==> src/rtl/game_pkg.sv <==
// game_pkg: shared constants for the whack-a-mole game-flow controller.
//   - STATE_* : 2-bit FSM encodings, also exposed on game_controller.o_state
//   - state_e : enum view of the same encodings for the FSM
//   - SCORE_W_DEFAULT        : default score register width
//   - DEBOUNCE_CYCLES_SIM/HW : debounce lengths for simulation and the board
package game_pkg;

    localparam logic [1:0] STATE_IDLE    = 2'd0;
    localparam logic [1:0] STATE_START   = 2'd1;
    localparam logic [1:0] STATE_PLAYING = 2'd2;
    localparam logic [1:0] STATE_OVER    = 2'd3;

    typedef enum logic [1:0] {
        S_IDLE    = STATE_IDLE,
        S_START   = STATE_START,
        S_PLAYING = STATE_PLAYING,
        S_OVER    = STATE_OVER
    } state_e;

    localparam int SCORE_W_DEFAULT     = 8;
    localparam int DEBOUNCE_CYCLES_SIM = 10000;
    localparam int DEBOUNCE_CYCLES_HW  = 1000000;

endpackage

==> src/rtl/game_controller_debouncer.sv <==
// button_debouncer: synchronises a raw bouncing button, filters it and emits
// a one-cycle pulse on each accepted press.
//   clk, rst : clock, synchronous active-high reset
//   i_raw    : raw asynchronous button input
//   o_level  : debounced button level
//   o_press  : registered one-cycle pulse, high the cycle after the edge at
//              which the debounced level rises
module button_debouncer #(
    parameter int DEBOUNCE_CYCLES = 10000
) (
    input  logic clk,
    input  logic rst,
    input  logic i_raw,
    output logic o_level,
    output logic o_press
);

    // A count of one bit still works for DEBOUNCE_CYCLES of 1 or 2.
    localparam int CNT_W = (DEBOUNCE_CYCLES > 2) ? $clog2(DEBOUNCE_CYCLES) : 1;
    localparam logic [CNT_W-1:0] CNT_MAX = CNT_W'(DEBOUNCE_CYCLES - 1);

    logic             sync1;
    logic             sync2;
    logic             level;
    logic [CNT_W-1:0] cnt;
    logic             press;

    always_ff @(posedge clk) begin
        if (rst) begin
            sync1 <= 1'b0;
            sync2 <= 1'b0;
            level <= 1'b0;
            cnt   <= '0;
            press <= 1'b0;
        end else begin
            sync1 <= i_raw;
            sync2 <= sync1;
            press <= 1'b0;
            if (sync2 == level) begin
                // Any return to the accepted level restarts the qualification.
                cnt <= '0;
            end else if (cnt == CNT_MAX) begin
                level <= ~level;
                cnt   <= '0;
                // Only the 0->1 flip is a press; releases are silent.
                press <= ~level;
            end else begin
                cnt <= cnt + 1'b1;
            end
        end
    end

    assign o_level = level;
    assign o_press = press;

endmodule

==> src/rtl/game_controller.sv <==
// game_controller: top-level game-flow FSM for whack-a-mole.
//   clk, rst       : clock, synchronous active-high reset
//   i_btn_start    : raw bouncing start/restart button
//   i_game_over    : countdown timer expired flag (level)
//   i_hit          : one-cycle pulse per successful whack
//   o_restart_game : one-cycle restart pulse to the countdown timer
//   o_playing      : high while a round is in progress
//   o_state        : current FSM state encoding (game_pkg STATE_*)
//   o_score        : current-round score, saturating
//   o_high_score   : best completed-round score since reset
module game_controller
    import game_pkg::*;
#(
    parameter int DEBOUNCE_CYCLES = DEBOUNCE_CYCLES_SIM,
    parameter int SCORE_W         = SCORE_W_DEFAULT
) (
    input  logic               clk,
    input  logic               rst,
    input  logic               i_btn_start,
    input  logic               i_game_over,
    input  logic               i_hit,
    output logic               o_restart_game,
    output logic               o_playing,
    output logic [1:0]         o_state,
    output logic [SCORE_W-1:0] o_score,
    output logic [SCORE_W-1:0] o_high_score
);

    localparam logic [SCORE_W-1:0] SCORE_MAX = '1;

    state_e             state;
    state_e             state_nxt;
    logic               press;
    logic               btn_level;
    logic [SCORE_W-1:0] score;
    logic [SCORE_W-1:0] high_score;

    button_debouncer #(
        .DEBOUNCE_CYCLES(DEBOUNCE_CYCLES)
    ) u_debouncer (
        .clk    (clk),
        .rst    (rst),
        .i_raw  (i_btn_start),
        .o_level(btn_level),
        .o_press(press)
    );

    always_ff @(posedge clk) begin
        if (rst) state <= S_IDLE;
        else     state <= state_nxt;
    end

    always_comb begin
        state_nxt = state;
        unique case (state)
            S_IDLE:    if (press) state_nxt = S_START;
            S_START:   state_nxt = S_PLAYING;
            S_PLAYING: begin
                // A restart press wins over an expiring timer in the same cycle.
                if (press)            state_nxt = S_START;
                else if (i_game_over) state_nxt = S_OVER;
            end
            S_OVER:    if (press) state_nxt = S_START;
            default:   state_nxt = S_IDLE;
        endcase
    end

    // Score clears on the way out of START so the previous round's result
    // stays visible in OVER until the next round actually begins.
    always_ff @(posedge clk) begin
        if (rst) begin
            score      <= '0;
            high_score <= '0;
        end else begin
            case (state)
                S_START: score <= '0;
                S_PLAYING: begin
                    if (!press) begin
                        if (i_game_over) begin
                            // Round completes; the same-cycle hit is dropped.
                            if (score > high_score) high_score <= score;
                        end else if (i_hit && score != SCORE_MAX) begin
                            score <= score + 1'b1;
                        end
                    end
                end
                default: ;
            endcase
        end
    end

    assign o_restart_game = (state == S_START);
    assign o_playing      = (state == S_PLAYING);
    assign o_state        = state;
    assign o_score        = score;
    assign o_high_score   = high_score;

endmodule

==> config.mk <==
export PLATFORM = sky130hd
export DESIGN_NAME = game_controller
export DESIGN_NICKNAME = d
export VERILOG_FILES = /design/src/rtl/game_pkg.sv /design/src/rtl/game_controller_debouncer.sv /design/src/rtl/game_controller.sv
export SDC_FILE = /design/constraint.sdc
export NUM_CORES = 1
export LEC_CHECK = 0
export ABC_AREA = 1
export BUFFER_PORTS_ARGS = -buffer_cell sky130_fd_sc_hd__buf_2
export CAP_MARGIN = 20
export CORE_ASPECT_RATIO = 0.75
export CORE_MARGIN = 1.5
export CORE_UTILIZATION = 52
export CTS_CLUSTER_SIZE = 12
export DETAILED_ROUTE_END_ITERATION = 12
export PLACE_DENSITY = 0.82
export REMOVE_ABC_BUFFERS = 1
export SYNTH_ARGS = -nofsm -noshare
export SYNTH_HDL_FRONTEND = slang
export SYNTH_SLANG_ARGS = --single-unit
==> constraint.sdc <==
create_clock -name clk -period 1.48 [get_ports clk]
set_input_delay 0.074 -clock clk [delete_from_list [all_inputs] [get_ports clk]]
set_output_delay 0.074 -clock clk [all_outputs]
set_load 0.005 [all_outputs]
==> results of run 1 <==
layout make-up:
type	instances	area share (%)
Multi-Input combinational cell	198	47.5
Sequential cell	36	27.2
Timing Repair Buffer	52	13.1
Clock inverter	2	1.28
Tap cell	52	2.37
Inverter	43	5.89
Clock buffer	6	2.65
per-stage QoR:
stage	total power [mW]	hold slack [ns]	instances	setup WS, ns
after CTS	3.46	0.211	384	-0.00493
final	4.09	0.222	389	-0.0547
after floorplan	1.99	0.143	277	-0.0789
after global placement	2.47	0.279	373	-0.0276
after detailed placement	2.52	0.293	373	-0.0687
after global routing	4.35	0.244	389	-0.169
layer usage:
layer  part of all wire, %  vias to the layer above  track usage (%)
li1                      -                     1005                -
met1                    45                      880             30.9
met2                    47                       63             31.9
met3                   4.8                       16             5.39
met4                   2.9                        0             9.35
met5                     0                        -                0
how the worst max path moves through the flow:
| stage | startpoint | endpoint |
|---|---|---|
| floorplan | o_high_score[7]$_SDFFE_PP0P_ | o_high_score[0]$_SDFFE_PP0P_ |
| global placement | o_high_score[7]$_SDFFE_PP0P_ | o_high_score[5]$_SDFFE_PP0P_ |
| detailed placement | o_high_score[2]$_SDFFE_PP0P_ | o_high_score[1]$_SDFFE_PP0P_ |
| CTS | o_high_score[5]$_SDFFE_PP0P_ | o_high_score[4]$_SDFFE_PP0P_ |
| global route | o_high_score[0]$_SDFFE_PP0P_ | o_high_score[5]$_SDFFE_PP0P_ |
| finish | o_score[0]$_SDFFE_PP0P_ | o_high_score[5]$_SDFFE_PP0P_ |
kinds of logic after synthesis:
logic type,count (synthesis)
buf+inv,49
fa+ha+maj,13
simple gates,145
compound gates,34
flops,36
xor+xnor,6
worst max-delay path, cell delays in order, from the launching register on:
cell and delay, ns:
dfxtp_4 0.36, inv_2 0.07, ha_2 0.17, inv_1 0.04, nand2_1 0.06, nand2_1 0.08
nand2_2 0.08, nand2_2 0.05, nand2_2 0.08, nand2_4 0.07, buf_6 0.14, a21oi_1 0.17
nor2_1 0.07
cell usage after synthesis (all sizes together):
library cell  number  area, um^2
clkinv             1        3.75
nand3             22         128
dfxtp             36         721
nand2             64         253
ha                13         163
nor2              48         203
nor3               8        51.3
xnor2              1        8.76
a21oi             24         131
o21ai              8        40.0
inv               42         158
xor2               5        43.8
clkbuf             1        3.75
buf                5        45.0
o21bai             1        7.51
nand4              3        18.8
a21o               1        7.51
state kept, by name, summed over array words and instances, names as in the netlist:
| name | cells |
|---|---|
| o_high_score | 8 |
| u_debouncer.o_press | 1 |
| u_debouncer.o_level | 1 |
| o_state | 2 |
| o_score | 8 |
| u_debouncer.sync2 | 1 |
| u_debouncer.cnt | 14 |
| u_debouncer.sync1 | 1 |
repair_timing:
| item | in CTS | in global routing |
|---|---|---|
| setup endpoints to repair | 8 | 29 |
| gates resized for setup | 5 | 70 |
| pin swaps | 2 | 18 |
| setup buffers | 1 | 4 |
| cloned | 0 | 1 |
| endpoints found under the hold margin | 3 | 0 |
| hold buffers | 2 | 0 |
placed cells by master (no fill, tap or decap), drive strengths merged, types with 2 or more instances in the layout:
cell type	Yosys	final
inv	42	42
clkbuf	1	6
o21ai	8	8
dfxtp	36	36
dlygate4sd3	0	2
buf	5	50
a21oi	24	24
nand2	64	64
nand4	3	3
clkinv	1	2
ha	13	13
xor2	5	5
nand3	22	22
nor2	48	48
nor3	8	8
power by group through the flow:
stage | clock network, mW | registers, mW | logic, mW
final | 0.851 | 1.16 | 2.07
after global routing | 0.921 | 1.17 | 2.26
after CTS | 0.862 | 1.13 | 1.47
after detailed placement | 0 | 1.15 | 1.37
after global placement | 0 | 1.15 | 1.33
after floorplan | 0 | 1.17 | 0.820
==> run metrics, run 1 <==
Synth Area in Simple Gates about a third; number of buffer cells added on primary ports 24; crit share post-route 104%; # Max-Cap Violations 0; Post-Route Setup TNS -0.101 ns; leakage 1.14 nW; H-tree lvl count 2; Avg Inst Size Synth 7.02 um^2; largest family of logic cells by synthesized area simple AND/OR/NAND/NOR gates; Remaining DRCs 0; Net Switching 1.57 mW; # rows 19; Reg power frac 28.5%; first drt pass iteration count 4; final WL 4.89 mm; R2R Path Start o_score[0]$_SDFFE_PP0P_; Final nets 354; Worst R2R End o_high_score[5]$_SDFFE_PP0P_; Fmax achieved 652 MHz; failing checks negative setup slack; clk buf depth 2; worst-margin pin slew ~0.28 ns; worst vdd ir 0.968 mV; worst-skew pair later-pin latency 0.30 ns; first-pass GRT wire length 7.10 mm; Vias 1,964; clock share of power about a fifth; CTS tree yes; WHS Endpoint o_state[1]$_SDFFE_PP0P_; Die Area 4200 um^2; final slew viol count 0; RSZ-0062 raised after global routing yes; CTS Root Buffer Type clkbuf_8; Hold Crit Class input port to flip-flop; DIE HEIGHT about 57 um; design area roughly 2700 um^2; CP Data Arrival Time 1.72 ns; largest net degree at the start of global routing 17; worst clock skew 0.0130 ns; synth unique cells 27; # setup viols final 4; CTS buffer count 5; post-synthesis sequential area ratio 36.3%; Worst Setup Path Type flip-flop to flip-flop; DP Wirelength 3.20 mm; FF+latch area 744 um^2; Post-Syn Area 1990 um^2; gpl congestion 0.848; area grow syn2layout 38.0%; initial antenna violation count 0; Mapped Cells 283; Yosys reg bits 36; vias per cell 5.05; final hold vios 0; total gr overflow 0; Initial Util 54.2%; Layout fillers between 200 and 300; CP max FO 7; status finished, violations left; antenna viol nets, final 0; Multi-input gate area 1300 um^2; Tmin final 1.53 ns; switching share of power 38.5%; post-synthesis compound-gate area fraction 9.39%; core footprint 3660 um^2; Rel. slew slack 80.9%; Worst-path clk slew ~0.080 ns; DP Area 2270 um^2; combinational fraction of design power 50.7%; mux cell area share after synthesis 0%; hold path depth 5; final setup margin -0.0547 ns; GR Util All Layers 22.0%; # clock sinks 36; routed len/inst 12.6 um; Die Wd around 74 um; Cell Int Power 2.51 mW; min-delay src i_game_over; WP data required 1.67 ns; XOR/XNOR Fraction of Synth Area ~2.6%; reg-to-reg slack, setup -0.05 ns; layout cells sized above 1 38.9%; # diodes 0; CP Capture Type flip-flop; Reg2Reg Depth 12; IO Count 25; Ys Warns 0; Pwr Density 1490 nW/um^2; CP startpoint kind flip-flop; vias in the first global route 1,673; Util after Layout 74.8%; adder and majority cell fraction of the synthesized area under 10%; Starting DRT DRC Count 106
(Power assumes the default switching activity.)
==> run 2: changes to the inputs <==
Settings changed: BUFFER_PORTS_ARGS -buffer_cell sky130_fd_sc_hd__buf_2 to -buffer_cell sky130_fd_sc_hd__clkbuf_2, MAX_ROUTING_LAYER set to met4.
==> run 2 against run 1 <==
Compared with the run above:
- the run still ends with negative setup slack left
- hold slack got worse by 0.013 ns
- non-clock buffer count rose by 1
- final cell count rose by 0.26%
- global-route usage rose by 0.10 points
- combinational power fell by 2%
- sequential power barely moved
- clock power rose by 3.2%
- utilization fell by 1.1 points
- via count fell by 0.76%
- critical path type unchanged
- critical endpoint is now o_high_score[3]$_SDFFE_PP0P_
==> run metrics, run 2 (same netlist as run 1, synthesis figures left out) <==
status finished, violations left; failing checks negative setup slack; GR Util All Layers 22.1% (+0.10 points); DP Wirelength 3.05 mm (-4.8%); # diodes 0 (unchanged); DIE HEIGHT 56.5 um (unchanged); CTS tree yes; CP startpoint kind flip-flop; Post-Route Setup TNS -0.432 ns (-0.331 ns); routed len/inst 12.2 um (-2.9%); Worst-path clk slew 0.08 ns (about the same); Largest register FFs 14 (unchanged); worst-margin pin slew 0.303 ns (+0.0185 ns); Fmax achieved 641 MHz (-1.6%); core footprint 3660 um^2 (unchanged); Net Switching 1.58 mW (+0.42%); Non-Filler Instances 390 (+0.26%); combinational fraction of design power 50.1% (-0.6 points); CTS Root Buffer Type clkbuf_8; area grow syn2layout 36.0%; Initial Util 54.2% (unchanged); CP max FO 7 (unchanged); WP data required 1.68 ns (about the same); vias in the first global route 1,578 (-5.7%); placed cells 375 (+0.54%); Die Wd 74.4 um (unchanged); Tot Pwr 4.05 mW (-0.76%); worst slack after detailed placement -0.0543 ns (+0.0144 ns); antenna viol nets, final 0 (unchanged); first drt pass iteration count 4 (unchanged); clk buf depth 2 (unchanged); switching share of power 39.0% (+0.46 points); Pwr Density 1500 nW/um^2 (+0.67%); worst clock skew 0.00970 ns (-0.00332 ns); Reg with most FFs u_debouncer.cnt; WP buf/inv 3 (unchanged); Reg power frac 28.3% (-0.2 points); Cell Int Power 2.47 mW (-1.5%); RSZ-0062 raised after global routing yes; final WL 4.77 mm (-2.6%); CTS buffer count 5 (unchanged); vias per cell 5.00 (-1.0%); Remaining DRCs 0 (unchanged); crit share post-route 105% (+1.7 points); Tmin final 1.56 ns (+0.0257 ns); Vias 1,949 (-0.76%); largest net degree at the start of global routing 17 (unchanged); crit-path max cell delay 0.34 ns (-0.02 ns); slowest stage cell, crit path dfxtp_2; Worst Setup Path Type flip-flop to flip-flop; CP Data Arrival Time 1.76 ns (+0.04 ns); # Max-Cap Violations 0 (unchanged); initial antenna violation count 0 (unchanged); most frequent cells in the layout nand2_1, nor2_1, inv_1; gpl congestion 0.860 (+1.4%); leakage 1.12 nW (-1.1%); first-pass GRT wire length 6.88 mm (-3.1%); Rel. slew slack 79.7% (-1.2 points); # rows 19 (unchanged); H-tree lvl count 2 (unchanged); most common cell after layout, fill and taps aside nand2_1; CP delay by family, top simple AND/OR/NAND/NOR gates; CP Capture Type flip-flop; clock share of power 21.7% (+0.9 points); number of buffer cells added on primary ports 24 (unchanged); Most Frequent Cell on Critical Path nand2_1; DP Area 2290 um^2 (+0.66%); final hold vios 0 (unchanged); # clock sinks 36 (unchanged); Hold Crit Class input port to flip-flop; total gr overflow 0 (unchanged); critical-path cell list inv_1 -> ha_4 -> nand2_2 -> inv_1 -> nand2_1 -> nand2_1 -> nand2_1 -> nand2_2 -> buf_6 -> nand3_1 -> nand2_1 -> nor2_1; # setup viols final 8 (+4); IO Count 25 (unchanged); layout cells sized above 1 34.9% (-4.0 points); design area 2700 um^2 (-1.4%); worst vdd ir 0.805 mV (-17%); final setup margin -0.0804 ns (-0.0257 ns); Die Area 4200 um^2 (unchanged); Starting DRT DRC Count 129 (+22%); final slew viol count 0 (unchanged); Final nets 355 (+0.28%); worst-skew pair later-pin latency 0.30 ns (about the same)
[run 2: changes by cell type in the layout (fill, tap and decap cells not counted), sizes merged]
| cell | change |
|---|---|
| clkbuf | +23 |
| buf | -23 |
| clkinvlp | +1 |
[run 2: layout make-up]
class                      instances  area (um^2)
multi-input combinational        198         1260
sequential                        36          737
clock buffer                       5         68.8
tap                               52         65.1
inverter                          43          161
clock inverter                     3         42.5
timing repair buffer              53          367
fill                             266          960
[run 2: final timing paths]
path	start	to	slack, ns	cells after the start
min	i_game_over	o_state[1]$_SDFFE_PP0P_	0.21	5
max reg2reg	o_high_score[3]$_SDFFE_PP0P_	o_high_score[3]$_SDFFE_PP0P_	-0.08	12
min reg2reg	u_debouncer.sync1$_SDFF_PP0_	u_debouncer.sync2$_SDFF_PP0_	0.41	2
max	o_high_score[3]$_SDFFE_PP0P_	o_high_score[3]$_SDFFE_PP0P_	-0.08	12
[run 2: worst reg2reg max path, delay by kind of cell, from the launching register on]
kind | cells | cell delay, ns
DFF | 1 | 0.34
adders and majority gates | 1 | 0.28
and+or+nand+nor | 8 | 0.56
buffers and inverters | 3 | 0.27
[run 2: through the flow]
step	utilization, %	hold slack (ns)
finish	73.8	0.209
global route	73.8	0.235
CTS	67.4	0.205
detailed placement	62.5	0.278
global placement	62.5	0.269
floorplan	-	0.143
[run 2: layer usage]
layer / part of all wire [%] / vias up / GRT usage [%]
li1: - / 1000 / -
met2: 47 / 45 / 31.1
met4: 1.1 / 0 / 8.57
met1: 47 / 897 / 30.8
met5: 0 / - / -
met3: 4.5 / 7 / 4.85
[run 2: timing repair]
| item | 4_1_cts | 5_1_grt |
|---|---|---|
| gates resized for setup | 10 | 45 |
| endpoints found under the hold margin | 2 | 0 |
| pin swaps | 2 | 11 |
| cloned | 0 | 1 |
| setup endpoints to repair | 8 | 29 |
| setup buffers | 1 | 3 |
| hold buffers | 2 | 0 |
[run 2: power by group through the flow]
stage	sequential [mW]	combinational (mW)	clock, mW
after floorplan	1.17	0.820	0
after global placement	1.14	1.36	0
after detailed placement	1.14	1.41	0
after CTS	1.12	1.58	0.885
after global routing	1.16	2.20	0.939
final	1.15	2.03	0.878
==> run 3: changes to the inputs <==
Settings changed: RECOVER_POWER set to 50.
Clock period 1.48 ns to 1.29 ns, I/O delays scaled along.
==> run 3 against run 2 <==
Compared with the run above:
- the run still ends with negative setup slack left
- worst setup slack got worse by 0.13 ns
- sequential power increased by 16%
- critical path depth unchanged
- final area grew 12%
- global-route usage grew 5.9 points
- hold slack got worse by 0.0056 ns
- die area did not move
- via count up 13%
- largest cell class unchanged
- largest power group unchanged
- highest routed layer unchanged
==> run metrics, run 3 (same netlist as run 1, synthesis figures left out) <==
Most Frequent Cell on Critical Path nand2_1; CP Capture Point o_high_score[3]$_SDFFE_PP0P_; Worst R2R End o_high_score[3]$_SDFFE_PP0P_; largest net degree at the start of global routing 15 (-2); most common cell after layout, fill and taps aside buf_4; Die Wd 74.4 um (unchanged); CTS Root Buffer Type clkbuf_8; Starting DRT DRC Count 252 (+95%); leakage 1.27 nW (+13%); worst vdd ir 1.14 mV (+42%); # setup viols final 31 (+23); CP Capture Type flip-flop; worst-skew pair later-pin latency 0.30 ns (about the same); final hold vios 0 (unchanged); critical-path cell list inv_2 -> ha_4 -> nand2_2 -> nand2_2 -> nand2_1 -> nand2_1 -> nand2_1 -> nand2_2 -> buf_6 -> nand3_2 -> nand2_1 -> nor2_1; DIE HEIGHT 56.5 um (unchanged); CP startpoint o_high_score[1]$_SDFFE_PP0P_; total gr overflow 0 (unchanged); reg-to-reg slack, setup -0.21 ns (-0.13 ns); GR Util All Layers 28.0% (+5.9 points); slowest stage cell, crit path dfxtp_2; number of buffer cells added on primary ports 24 (unchanged); Hold Crit Class input port to flip-flop; CP delay by family, top simple AND/OR/NAND/NOR gates; Fmax achieved 665 MHz (+3.7%); # rows 19 (unchanged); first drt pass iteration count 5 (+1); worst-margin pin slew 0.299 ns (-0.00412 ns); placed cells 390 (+4.0%); failing checks negative setup slack; IO Count 25 (unchanged); Worst-path clk slew 0.08 ns (about the same); WP buf/inv 2 (-1); # clock sinks 36 (unchanged); CP Data Arrival Time 1.70 ns (-0.06 ns); Die Area 4200 um^2 (unchanged); Worst Setup Path Type flip-flop to flip-flop; Remaining DRCs 0 (unchanged); # Max-Cap Violations 0 (unchanged); worst clock skew 0.00759 ns (-0.00210 ns); routed len/inst 14.7 um (+21%); area grow syn2layout 52.1%; Reg2Reg Depth 12 (unchanged); H-tree lvl count 2 (unchanged); most frequent cells in the layout buf_4, nand2_1, nor2_1; WP data required 1.49 ns (-0.19 ns); Reg with most FFs u_debouncer.cnt; CP startpoint kind flip-flop; crit share post-route 117% (+11 points); Rel. slew slack 80.0% (+0.33 points); crit-path max cell delay 0.35 ns (about the same); Non-Filler Instances 414 (+6.2%); # diodes 0 (unchanged); Final nets 379 (+6.8%); clk buf depth 2 (unchanged); Vias 2,207 (+13%); final setup margin -0.214 ns (-0.134 ns); Pwr Density 1600 nW/um^2 (+6.9%); final WL 6.10 mm (+28%); Initial Util 54.2% (unchanged); layout cells sized above 1 50.3% (+15 points); core footprint 3660 um^2 (unchanged); CTS tree yes; vias in the first global route 1,899 (+20%); design area 3020 um^2 (+12%); final slew viol count 0 (unchanged); first-pass GRT wire length 8.62 mm (+25%); antenna viol nets, final 0 (unchanged); CP max FO 7 (unchanged); Tmin final 1.50 ns (-0.0563 ns); DP Area 2400 um^2 (+4.9%); R2R Path Start o_high_score[1]$_SDFFE_PP0P_; gpl congestion 0.827 (-3.8%); status finished, violations left; vias per cell 5.33 (+6.7%); Largest register FFs 14 (unchanged); initial antenna violation count 0 (unchanged); DP Wirelength 3.33 mm (+9.4%); Post-Route Setup TNS -3.13 ns (-2.69 ns); WP depth 12 (unchanged); CTS buffer count 5 (unchanged); RSZ-0062 raised after global routing yes
[run 3: worst reg2reg max path: stages, from the launching register on]
cell	delay, ns
dfxtp_2	0.35
inv_2	0.05
ha_4	0.27
nand2_2	0.05
nand2_2	0.06
nand2_1	0.05
nand2_1	0.07
nand2_1	0.07
nand2_2	0.10
buf_6	0.15
nand3_2	0.06
nand2_1	0.07
nor2_1	0.05
[run 3: area by class of cell]
cell class	instances	area [um^2]
sequential	36	743
timing repair buffer	76	534
clock inverter	2	10.0
multi-input combinational	199	1420
inverter	43	161
tap	52	65.1
clock buffer	6	82.6
fill	217	641
[run 3: timing repair]
action | 4_1_cts | 5_1_grt
setup buffers | 6 | 6
pin swaps | 12 | 20
endpoints found under the setup margin | 32 | 36
hold buffers | 2 | 0
resized for setup | 64 | 43
endpoints found under the hold margin | 2 | 0
gates cloned | 2 | 0
[run 3: worst min-delay path by stage]
stage	start	endpoint	slack, ns	cells after the start
final	i_game_over	o_state[1]$_SDFFE_PP0P_	0.20	5
after global routing	i_game_over	o_state[1]$_SDFFE_PP0P_	0.25	5
after CTS	i_game_over	o_state[1]$_SDFFE_PP0P_	0.22	5
after detailed placement	i_btn_start	u_debouncer.sync1$_SDFF_PP0_	0.27	3
after global placement	i_btn_start	u_debouncer.sync1$_SDFF_PP0_	0.26	3
after floorplan	rst	o_score[1]$_SDFFE_PP0P_	0.13	1
[run 3: power breakdown]
| part | switching (mW) | total [mW] | internal (mW) |
|---|---|---|---|
| Combinational | 1.48 | 2.65 | 1.18 |
| Clock | 0.443 | 0.870 | 0.427 |
| Sequential | 0.0928 | 1.33 | 1.23 |
[run 3: metal layers]
metal | wire length (um) | global-route usage (%) | part of all wire (%)
met1 | 2460 | 34.9 | 40
met4 | 190 | 10.4 | 3.1
met5 | 0 | - | 0
met2 | 3040 | 44.6 | 50
met3 | 402 | 5.92 | 6.6
[run 3: through the flow]
stage               setup WS (ns)  utilization (%)  hold WS, ns  power [mW]
floorplan                  -0.269                -        0.134        2.29
global placement           -0.220             65.6        0.259        2.92
detailed placement         -0.237             65.6        0.269        2.98
CTS                        -0.144             77.1        0.221        4.45
global route               -0.301             82.5        0.253        5.10
finish                     -0.214             82.5        0.203        4.85
